==> src/rtl/gpu_input_cond.sv <==
// Input conditioning for cabinet controls: synchronize, debounce, SOCD-neutralize
// joysticks and stretch coin switches into fixed-length frame pulses.
module gpu_input_cond #(
    parameter int unsigned DEB_DIV     = 4096,
    parameter int unsigned COIN_FRAMES = 4
) (
    input  logic       bus_clk,
    input  logic       bus_rst,
    input  logic       bus_eof,
    input  logic [1:0] raw_start_n,
    input  logic [1:0] raw_coin_n,
    input  logic [5:0] raw_joy1_n,
    input  logic [5:0] raw_joy2_n,
    output logic [1:0] start_n,
    output logic [1:0] coin_n,
    output logic [5:0] joy1_n,
    output logic [5:0] joy2_n
);

    localparam int unsigned NB = 16;
    localparam int unsigned PW = $clog2(DEB_DIV);
    localparam int unsigned CW = 8;

    typedef enum logic [1:0] {
        COIN_IDLE    = 2'd0,
        COIN_ACTIVE  = 2'd1,
        COIN_HOLDOFF = 2'd2
    } coin_state_t;

    // Bit map: [1:0] start, [3:2] coin, [9:4] joy1, [15:10] joy2
    logic [NB-1:0] raw_c;
    logic [NB-1:0] sync1, sync2;
    logic [NB-1:0] hist0, hist1, hist2;
    logic [NB-1:0] deb;
    logic [NB-1:0] agree_c;
    logic [PW-1:0] pre;
    logic          tick_c;

    logic [1:0]    deb_coin_c;
    logic [1:0]    coin_prev;
    logic [1:0]    press_c;
    coin_state_t   coin_st    [2];
    coin_state_t   coin_st_nx [2];
    logic [CW-1:0] coin_cnt    [2];
    logic [CW-1:0] coin_cnt_nx [2];

    assign raw_c   = {raw_joy2_n, raw_joy1_n, raw_coin_n, raw_start_n};
    assign tick_c  = (pre == PW'(DEB_DIV - 1));
    assign agree_c = ~(sync2 ^ hist0) & ~(sync2 ^ hist1) & ~(sync2 ^ hist2);

    // Opposing directions pressed together cancel to neutral
    function automatic logic [5:0] socd(input logic [5:0] j);
        logic [5:0] r;
        r = j;
        if (!j[0] && !j[1]) r[1:0] = 2'b11;
        if (!j[2] && !j[3]) r[3:2] = 2'b11;
        return r;
    endfunction

    // Synchronizer, prescaler and 4-sample agreement debouncer
    always_ff @(posedge bus_clk) begin
        if (bus_rst) begin
            sync1 <= '1;
            sync2 <= '1;
            hist0 <= '1;
            hist1 <= '1;
            hist2 <= '1;
            deb   <= '1;
            pre   <= '0;
        end else begin
            sync1 <= raw_c;
            sync2 <= sync1;
            pre   <= tick_c ? '0 : pre + PW'(1);
            if (tick_c) begin
                hist0 <= sync2;
                hist1 <= hist0;
                hist2 <= hist1;
                deb   <= (deb & ~agree_c) | (sync2 & agree_c);
            end
        end
    end

    assign deb_coin_c = deb[3:2];
    assign press_c    = coin_prev & ~deb_coin_c;

    // Coin pulse stretchers; eof is ignored in IDLE so the arming cycle never counts
    always_comb begin
        for (int i = 0; i < 2; i++) begin
            coin_st_nx[i]  = coin_st[i];
            coin_cnt_nx[i] = coin_cnt[i];
            case (coin_st[i])
                COIN_IDLE: begin
                    if (press_c[i]) begin
                        coin_st_nx[i]  = COIN_ACTIVE;
                        coin_cnt_nx[i] = '0;
                    end
                end
                COIN_ACTIVE: begin
                    if (bus_eof) begin
                        if (coin_cnt[i] == CW'(COIN_FRAMES - 1)) begin
                            coin_st_nx[i] = COIN_HOLDOFF;
                        end else begin
                            coin_cnt_nx[i] = coin_cnt[i] + CW'(1);
                        end
                    end
                end
                COIN_HOLDOFF: begin
                    if (deb_coin_c[i]) coin_st_nx[i] = COIN_IDLE;
                end
                default: coin_st_nx[i] = COIN_IDLE;
            endcase
        end
    end

    always_ff @(posedge bus_clk) begin
        if (bus_rst) begin
            for (int i = 0; i < 2; i++) begin
                coin_st[i]  <= COIN_IDLE;
                coin_cnt[i] <= '0;
            end
            coin_prev <= 2'b11;
            coin_n    <= 2'b11;
            start_n   <= 2'b11;
            joy1_n    <= 6'h3f;
            joy2_n    <= 6'h3f;
        end else begin
            for (int i = 0; i < 2; i++) begin
                coin_st[i]  <= coin_st_nx[i];
                coin_cnt[i] <= coin_cnt_nx[i];
                coin_n[i]   <= (coin_st_nx[i] != COIN_ACTIVE);
            end
            coin_prev <= deb_coin_c;
            start_n   <= deb[1:0];
            joy1_n    <= socd(deb[9:4]);
            joy2_n    <= socd(deb[15:10]);
        end
    end

endmodule

==> config.mk <==
export PLATFORM = sky130hd
export DESIGN_NAME = gpu_input_cond
export DESIGN_NICKNAME = d
export VERILOG_FILES = /design/src/rtl/gpu_input_cond.sv
export SDC_FILE = /design/constraint.sdc
export NUM_CORES = 1
export LEC_CHECK = 0
export ABC_AREA = 1
export CAP_MARGIN = 40
export CORE_ASPECT_RATIO = 1.1
export CORE_MARGIN = 2
export CORE_UTILIZATION = 35
export DETAILED_ROUTE_END_ITERATION = 10
export GPL_ROUTABILITY_DRIVEN = 0
export PLACE_DENSITY = 0.63
export RECOVER_POWER = 25
export REMOVE_ABC_BUFFERS = 1
export SLEW_MARGIN = 10
export SYNTH_ARGS = -nofsm -noshare
export SYNTH_HDL_FRONTEND = slang
export SYNTH_SLANG_ARGS = --single-unit
==> constraint.sdc <==
create_clock -name bus_clk -period 4.08 [get_ports bus_clk]
set_input_delay 0.612 -clock bus_clk [delete_from_list [all_inputs] [get_ports bus_clk]]
set_output_delay 0.612 -clock bus_clk [all_outputs]
set_load 0.1 [all_outputs]
==> metrics.txt, run 1 <==
Post-Syn Instances=758; Synth area leader=dfxtp_1; starting density of the core=~36%; crit start category=flop; WL/cell=between 10 and 15 microns; most frequent cell after synthesis=nand2_1; filler instances=1621; fin crit share=around 52%; Rows=between 40 and 50; RSZ-0062 raised after global routing=no; Post-synth EDFFs=0; CTS Buf Count=17; DR iter-0 viols=~290; CP Class=flop to flop; total grt overflow=0; reg2reg setup slack=between 1.5 and 2 ns; crit path launch=pre[0]; antenna viol nets, final=0; vias in the first global route=4146; Worst-Skew Late Latency=approximately 0.42 ns; # setup viols final=0; area delta synth->final=21.9%; max-cap violation count=0; status=complete, no violations; initial antenna violation count=0; Yosys reg bits=146; register area share after synthesis=between 40% and 50%; switching share of power=21.5%; synthesized cell area=5920 sq um; Pleak=about 3.2 nW; Worst Path Max Fanout=80; CTS root buffer=clkbuf_16; largest cells by area after synthesis=dfxtp_1 49%, nand2_1 11%, nand3_1 6.4%, xnor2_1 4.6%, nor2_1 4.5%; core area=between 15000 and 20000 sq um; Total Neg Setup Slack=0 ns; top-area cell type share of the netlist area=roughly half; pwr/cell area=445 nW/um^2; antenna diode count=0; PortBufs=34; Logic pwr share=2.7%; Routed WL=10300 microns; cts repair resizes=0; synth warn=0; asr flop ratio synth=0%; ratio of cells with drive above 1 in the final layout=about an eighth; Overall Global Routing Usage=between 10% and 20%; library cells used by synthesis=27; Via density=4.52; number of H-tree levels=4; Post-synth top cells=177 x nand2_1, 146 x dfxtp_1, 76 x nand3_1; die height=140 microns; I/O pins=35; sequential fraction of design power=roughly 45%; CP Capture Type=flop; DIE AREA=approximately 18000 sq um; r2r startpoint=pre[0]; setup bufs post-CTS=0; Post-CTS Hold Buffers=0; P_int=2.52 mW; Sw Pwr=0.689 mW; ys flop type=dfxtp_1; Clock Path Buffers=2; Clock transition at path regs=~0.060 ns; Final Total Pwr=~3.2 mW; Min Clock Period, post-route=~2.1 ns; first-pass GRT wire length=~18000 microns; Worst Tran Pin Value=0.824 ns; die width=around 130 microns; Slew Limit Headroom=between 40% and 50%; largest net degree at the start of global routing=81; final hold violation count=0; CTS tree=built; Critical Path AT=2.40 ns; Tightest Hold Check Type=flop to flop; hpwl dp=approximately 6200 microns; vias=4540; Max Slew Vio Count=0; required time of the critical path=between 4 and 5 ns; clock sink count=~150; Clk pwr share=around half; Avg Synthesized Cell Area=between 7 and 8 sq um; FF-to-FF path depth=9; layout net count=809; Clock Skew=~0.0055 ns; fmax=472 MHz; 1st-pass router iterations=4; Max VDD drop=0.000307 V; Residual DRC=0
==> critical path, cell delays in order, from the launching register on <==
cell,delay (ns)
dfxtp_1,0.35
ha_1,0.17
nand2_1,0.08
nor2_1,0.17
nand2_1,0.14
nor2_4,0.11
buf_4,0.62
nand3_1,0.15
nand2_1,0.10
nand3_1,0.06
==> layer usage <==
layer | up-vias | wire [microns] | global-route usage, %
met5 | - | 0 | 0
met4 | 0 | 201 | 5.61
met3 | 17 | 351 | 4.24
met2 | 58 | 4610 | 19.4
met1 | 2010 | 5140 | 15.7
li1 | 2455 | - | -
==> power groups by stage <==
stage	Combinational [mW]	Sequential [mW]	Clock [mW]
CTS	0.0910	1.46	1.71
detailed placement	0.0904	1.49	0
global placement	0.0889	1.49	0
global route	0.101	1.46	1.76
floorplan	0.0519	1.49	0
finish	0.0882	1.46	1.66
==> placed cells by master, fill, tap and decap left out, types with 3 or more instances in the layout <==
master	synthesis	layout
nor2_1	71	71
inv_6	0	4
clkinvlp_4	0	4
dfxtp_1	146	146
clkdlybuf4s50_1	0	33
buf_8	0	16
clkbuf_16	0	17
a21oi_1	39	39
o211ai_1	13	13
ha_1	3	3
o21ai_0	19	19
inv_1	56	56
buf_4	0	3
xnor2_1	31	31
xor2_1	20	20
or2_2	41	41
nor3_1	3	3
nand2_1	177	177
nand4_1	9	9
nand3_1	76	76
bufinv_16	0	4
==> layout make-up <==
type	count	area (sq um)	area share, %
Clock inverter	14	201	2.79
Clock buffer	18	429	5.95
Sequential cell	146	2920	40.5
Tap cell	204	255	3.54
Inverter	57	214	2.97
Timing Repair Buffer	53	597	8.28
Multi-Input combinational cell	512	2590	35.9
==> how the worst min path moves through the flow <==
stage	cells after the start	from	end
after floorplan	1	sync1[0]	sync2[0]
after global placement	1	sync1[2]	sync2[2]
after detailed placement	1	sync1[14]	sync2[14]
after CTS	1	sync1[0]	sync2[0]
after global routing	1	sync1[0]	sync2[0]
final	1	sync1[14]	sync2[14]
==> kinds of logic after synthesis <==
group,synth area share (%)
XOR/XNOR,7.55
adder cells (fa/ha/maj),0.634
buffers and inverters,6.79
flip-flops,49.4
AND/OR/NAND/NOR,28.7
AO/OA/AOI/OAI,6.98
==> metrics by stage <==
| stage | setup slack (ns) | cell area (sq um) | std cells | hold slack [ns] | util (%) |
|---|---|---|---|---|---|
| floorplan | 1.40 | 5730 | 715 | 0.389 | - |
| CTS | 1.95 | 7210 | 1004 | 0.409 | 43.9 |
| detailed placement | 1.87 | 6580 | 972 | 0.394 | 40.1 |
| global placement | 1.91 | 6340 | 956 | 0.391 | 38.6 |
| finish | 1.96 | 7210 | 1004 | 0.403 | 43.9 |
| global route | 1.74 | 7210 | 1004 | 0.410 | 43.9 |
Note: power is estimated with default switching activity, not from simulation.
==> run 2, diff against run 1 <==
PLACE_DENSITY = 0.64   (was 0.63)
clock period = 1.7 ns   (was 4.08 ns; I/O delays follow)
==> run 2 against run 1 <==
  * Via count is 0.15% lower
  * Sequential cell count is the same
  * Critical path depth stayed put
  * Power rose by 130%
  * Wire length up 3.7%
  * Clock power up 120%
  * Global-route usage up 0.21 points
  * Setup slack worse by 1.8 ns
  * Largest power group unchanged
  * Highest routed layer unchanged
==> metrics.txt, run 2 (synthesized netlist as in run 1, its figures left out) <==
CP Cell Sequence=ha_4 > nand2_2 > nor2_4 > nand2_2 > nor2_4 > inv_2 > buf_12 > nand2_1 > o211ai_1; Pleak=~3.3 nW; initial antenna violation count=0; first-pass GRT wire length=between 15000 and 20000 microns; 1st-pass router iterations=4; Post-CTS Hold Buffers=0; HP Start=bus_rst; antenna viol nets, final=0; Logic pwr share=~3%; vias=4533; Final Total Pwr=between 7 and 8 mW; largest net degree at the start of global routing=38; Total Neg Setup Slack=0 ns; Routed WL=~11000 microns; required time of the critical path=around 2.0 ns; Rows=between 40 and 50; fin crit share=between 90% and 100%; layout net count=around 820; worst hold slack=0.223 ns; I/O pins=35; die width=between 100 and 150 microns; final hold violation count=0; clock sink count=roughly 150; WL/cell=10.6 microns; most frequent cells in the layout=175 x nand2_1, 145 x dfxtp_1, 76 x nand3_1; CTS tree=built; CP Capture Type=flop; Slew Limit Headroom=57.1%; r2r startpoint=pre[1]; sequential fraction of design power=between 40% and 50%; Sw Pwr=approximately 1.5 mW; PortBufs=34; Clk pwr share=between 50% and 60%; pwr/cell area=around 1000 nW/um^2; cell area after layout=7380 sq um; Clock transition at path regs=about 0.06 ns; slowest cell delay on critical path=about 0.37 ns; hold path cells=2; DIE AREA=between 15000 and 20000 sq um; most common cell after layout, fill and taps aside=nand2_1; Max VDD drop=0.000656 V; Overall Global Routing Usage=~13%; Clock Skew=approximately 0.0084 ns; P_int=slightly below 6 mW; Worst Path Max Fanout=37; fmax=about 640 MHz; CTS Buf Count=17; slowest stage cell, crit path=dfxtp_1; max-cap violation count=0; Worst Tran Pin Value=between 0.6 and 0.7 ns; # setup viols final=0; crit start category=flop; placed cell area=between 6000 and 7000 sq um; CP Class=flop to flop; core area=~16000 sq um; crit path launch=pre[1]; Critical Path AT=1.86 ns; Tightest Hold Check Type=primary input to flop; total grt overflow=0; Max Slew Vio Count=0; Residual DRC=0; RSZ-0062 raised after global routing=yes; die height=roughly 140 microns; Worst-Skew Late Latency=approximately 0.42 ns; DR iter-0 viols=roughly 190; vias in the first global route=approximately 4200; status=complete, no violations; number of H-tree levels=4; switching share of power=between 20% and 30%; starting density of the core=between 30% and 40%; ratio of cells with drive above 1 in the final layout=between 10% and 20%; FF-to-FF path depth=9; Clock Path Buffers=2; antenna diode count=0; Via density=~4.5; area delta synth->final=24.8%; hpwl dp=just under 7000 microns; CTS root buffer=clkbuf_16; Min Clock Period, post-route=around 1.6 ns
[run 2: cell count changes in the layout (fill, tap and decap cells not counted), sizes merged]
cell,previous run,this run
inv,62,57
clkinv,1,6
bufinv,4,3
buf,19,39
clkinvlp,4,1
clkbuf,19,24
dlygate4sd3,0,4
clkdlybuf4s50,33,13
[run 2: final cells by class]
cell class,count,area (sq um)
timing repair buffer,60,779
clock buffer,20,457
tap,204,255
inverter,57,214
fill,1583,9050
clock inverter,10,135
multi-input combinational,512,2620
sequential,146,2920
[run 2: power by group through the flow]
stage | Sequential [mW] | Clock [mW] | Combinational, mW
2_1_floorplan | 3.57 | 0 | 0.125
3_3_place_gp | 3.57 | 0 | 0.228
3_5_place_dp | 3.57 | 0 | 0.228
4_1_cts | 3.50 | 3.83 | 0.229
5_1_grt | 3.51 | 3.97 | 0.254
6_report | 3.50 | 3.73 | 0.224
[run 2: routing by layer]
layer	vias up	part of all wire, %	wire [microns]	global-route usage [%]
met5	-	0	0	0
met4	0	1.9	203	5.90
met3	18	3.0	322	3.86
met2	52	45	4860	19.8
met1	1992	50	5310	16.1
li1	2471	-	-	-
[run 2: path summary, 6_finish.rpt]
check | to | slack [ns]
max | hist1[14] | 0.13
min | coin_cnt[0][11] | 0.22
max reg2reg | hist1[14] | 0.13
min reg2reg | sync2[0] | 0.41
[run 2: metrics by stage]
step,utilization (%),instances,worst slack [ns]
floorplan,-,715,-0.977
global placement,40.7,975,0.0836
detailed placement,40.7,975,0.0297
CTS,44.4,1006,0.0171
global route,44.9,1009,-0.00468
finish,44.9,1009,0.126
[run 2: critical path: cells and delay by family (launching register included)]
family | cells | cell delay [ns]
and+or+nand+nor | 5 | 0.50
DFF | 1 | 0.37
buffers and inverters | 2 | 0.34
adders and majority gates | 1 | 0.15
AOI/OAI and AO/OA | 1 | 0.08
[run 2: repair_timing]
action / 4_1_cts / 5_1_grt
endpoints found under the setup margin: 14 / 65
gates resized for setup: 1 / 9
setup buffers: 1 / 1
pin swaps: 1 / 2
cloned: 0 / 2
==> run 3, diff against run 2 <==
SKIP_LAST_GASP = 1   (was default)
==> run 3 against run 2 <==
  * Setup slack worse by 0.017 ns
  * Largest cell class unchanged
  * Clock-buffer cell count stayed put
  * Worst hold slack improved by 0.0027 ns
  * Wire length barely moved
  * First-iteration DRC count is 11% higher
==> metrics.txt, run 3 (synthesized netlist as in run 1, its figures left out) <==
filler instances=1582; pwr/cell area=around 1000 nW/um^2; slowest cell delay on critical path=0.33 ns; Worst-Skew Late Latency=around 0.42 ns; Pleak=3.27 nW; PortBufs=34; Total Neg Setup Slack=0 ns; initial antenna violation count=0; largest net degree at the start of global routing=38; number of H-tree levels=4; Worst Hold Path EP=coin_cnt[0][11]; Final Core Density=44.9%; Tightest Hold Check Type=primary input to flop; most common cell after layout, fill and taps aside=nand2_1; first-pass GRT wire length=between 15000 and 20000 microns; CP Cell Sequence=ha_2 > nand2_2 > nor2_4 > nand2_2 > nor2_4 > inv_2 > buf_12 > nand2_1 > o211ai_1; Via density=between 4 and 5; CTS Buf Count=17; Min Clock Period, post-route=1.59 ns; clock sink count=between 100 and 150; fmax=628 MHz; FF-to-FF path depth=9; Residual DRC=0; Rows=49; WL/cell=10.6 microns; starting density of the core=36.0%; HP Start=bus_rst; Routed WL=between 10000 and 15000 microns; hpwl dp=6790 microns; core area=around 16000 sq um; Slew Limit Headroom=between 50 and 60%; Max Slew Vio Count=0; Overall Global Routing Usage=about an eighth; Max VDD drop=between 0.0006 and 0.0007 V; CTS tree=built; fin crit share=between 90 and 100%; 1st-pass router iterations=5; Clock Path Buffers=2; CTS root buffer=clkbuf_16; Clock Skew=approximately 0.0079 ns; Critical Path AT=between 1.5 and 2 ns; # setup viols final=0; CP Capture Type=flop; RSZ-0062 raised after global routing=yes; final hold violation count=0; reg-to-reg endpoint=hist1[14]; pre-CTS WS=approximately 0.030 ns; Clock transition at path regs=0.06 ns; worst hold slack=approximately 0.23 ns; Final WS setup=roughly 0.11 ns; hold path cells=2; slowest stage cell, crit path=dfxtp_1; DR iter-0 viols=between 200 and 250; ratio of cells with drive above 1 in the final layout=roughly 15%; area delta synth->final=24.6%; crit start category=flop; Final Total Pwr=between 7 and 8 mW; vias in the first global route=approximately 4200; status=complete, no violations; reg2reg setup slack=between 0.1 and 0.15 ns; antenna viol nets, final=0; most frequent cells in the layout=175 x nand2_1, 145 x dfxtp_1, 76 x nand3_1; total grt overflow=0; layout net count=about 820; DIE AREA=~18000 sq um; die height=140 microns; Worst Path Max Fanout=37; CP Class=flop to flop; required time of the critical path=roughly 2 ns; die width=around 130 microns; antenna diode count=0; max-cap violation count=0; I/O pins=35; r2r startpoint=pre[1]; vias=about 4500; Worst Tran Pin Value=0.643 ns
run 3: report_power, final:
part | internal, mW | switching, mW
Clock | 2.36 | 1.36
Combinational | 0.112 | 0.110
Sequential | 3.46 | 0.0351
Total | 5.94 | 1.51
run 3: repair_timing:
action                                  4_1_cts  5_1_grt
hold buffers                                  0        0
buffers inserted                              1        1
endpoints found under the hold margin         0        0
pin swaps                                     1        2
cloned                                        0        2
endpoints found under the setup margin       14       65
resized for setup                             1        8
run 3: routing by layer:
layer | share of wire (%) | routed length (microns) | global-route usage (%)
met3 | 2.7 | 293 | 3.86
met1 | 50 | 5310 | 16.1
met4 | 1.8 | 193 | 5.90
met2 | 46 | 4890 | 19.8
met5 | 0 | 0 | 0
run 3: area by class of cell:
class	instances	area [sq um]	share of cell area [%]
Sequential cell	146	2920	39.7
Multi-Input combinational cell	512	2610	35.4
Timing Repair Buffer	60	779	10.6
Clock buffer	20	457	6.19
Tap cell	204	255	3.46
Inverter	57	214	2.90
Clock inverter	10	135	1.83
run 3: worst max-delay path by stage:
stage | start | end | slack [ns]
finish | pre[1] | hist1[14] | 0.11
global placement | pre[0] | flop | 0.08
floorplan | pre[0] | pre[2] | -0.98
detailed placement | pre[0] | flop | 0.03
global route | pre[0] | flop | -0.02
CTS | pre[0] | flop | 0.02
run 3: stage by stage:
step                instance area (sq um)  std cells
finish                               7370       1009
global route                         7370       1009
CTS                                  7300       1006
detailed placement                   6700        975
global placement                     6700        975
floorplan                            5730        715
run 3: worst max-delay path: cells and delay by family (launching register included):
family / cells / cell delay [ns]
DFF: 1 / 0.33
and+or+nand+nor: 5 / 0.50
AOI/OAI and AO/OA: 1 / 0.08
adders and majority gates: 1 / 0.20
buffers and inverters: 2 / 0.34
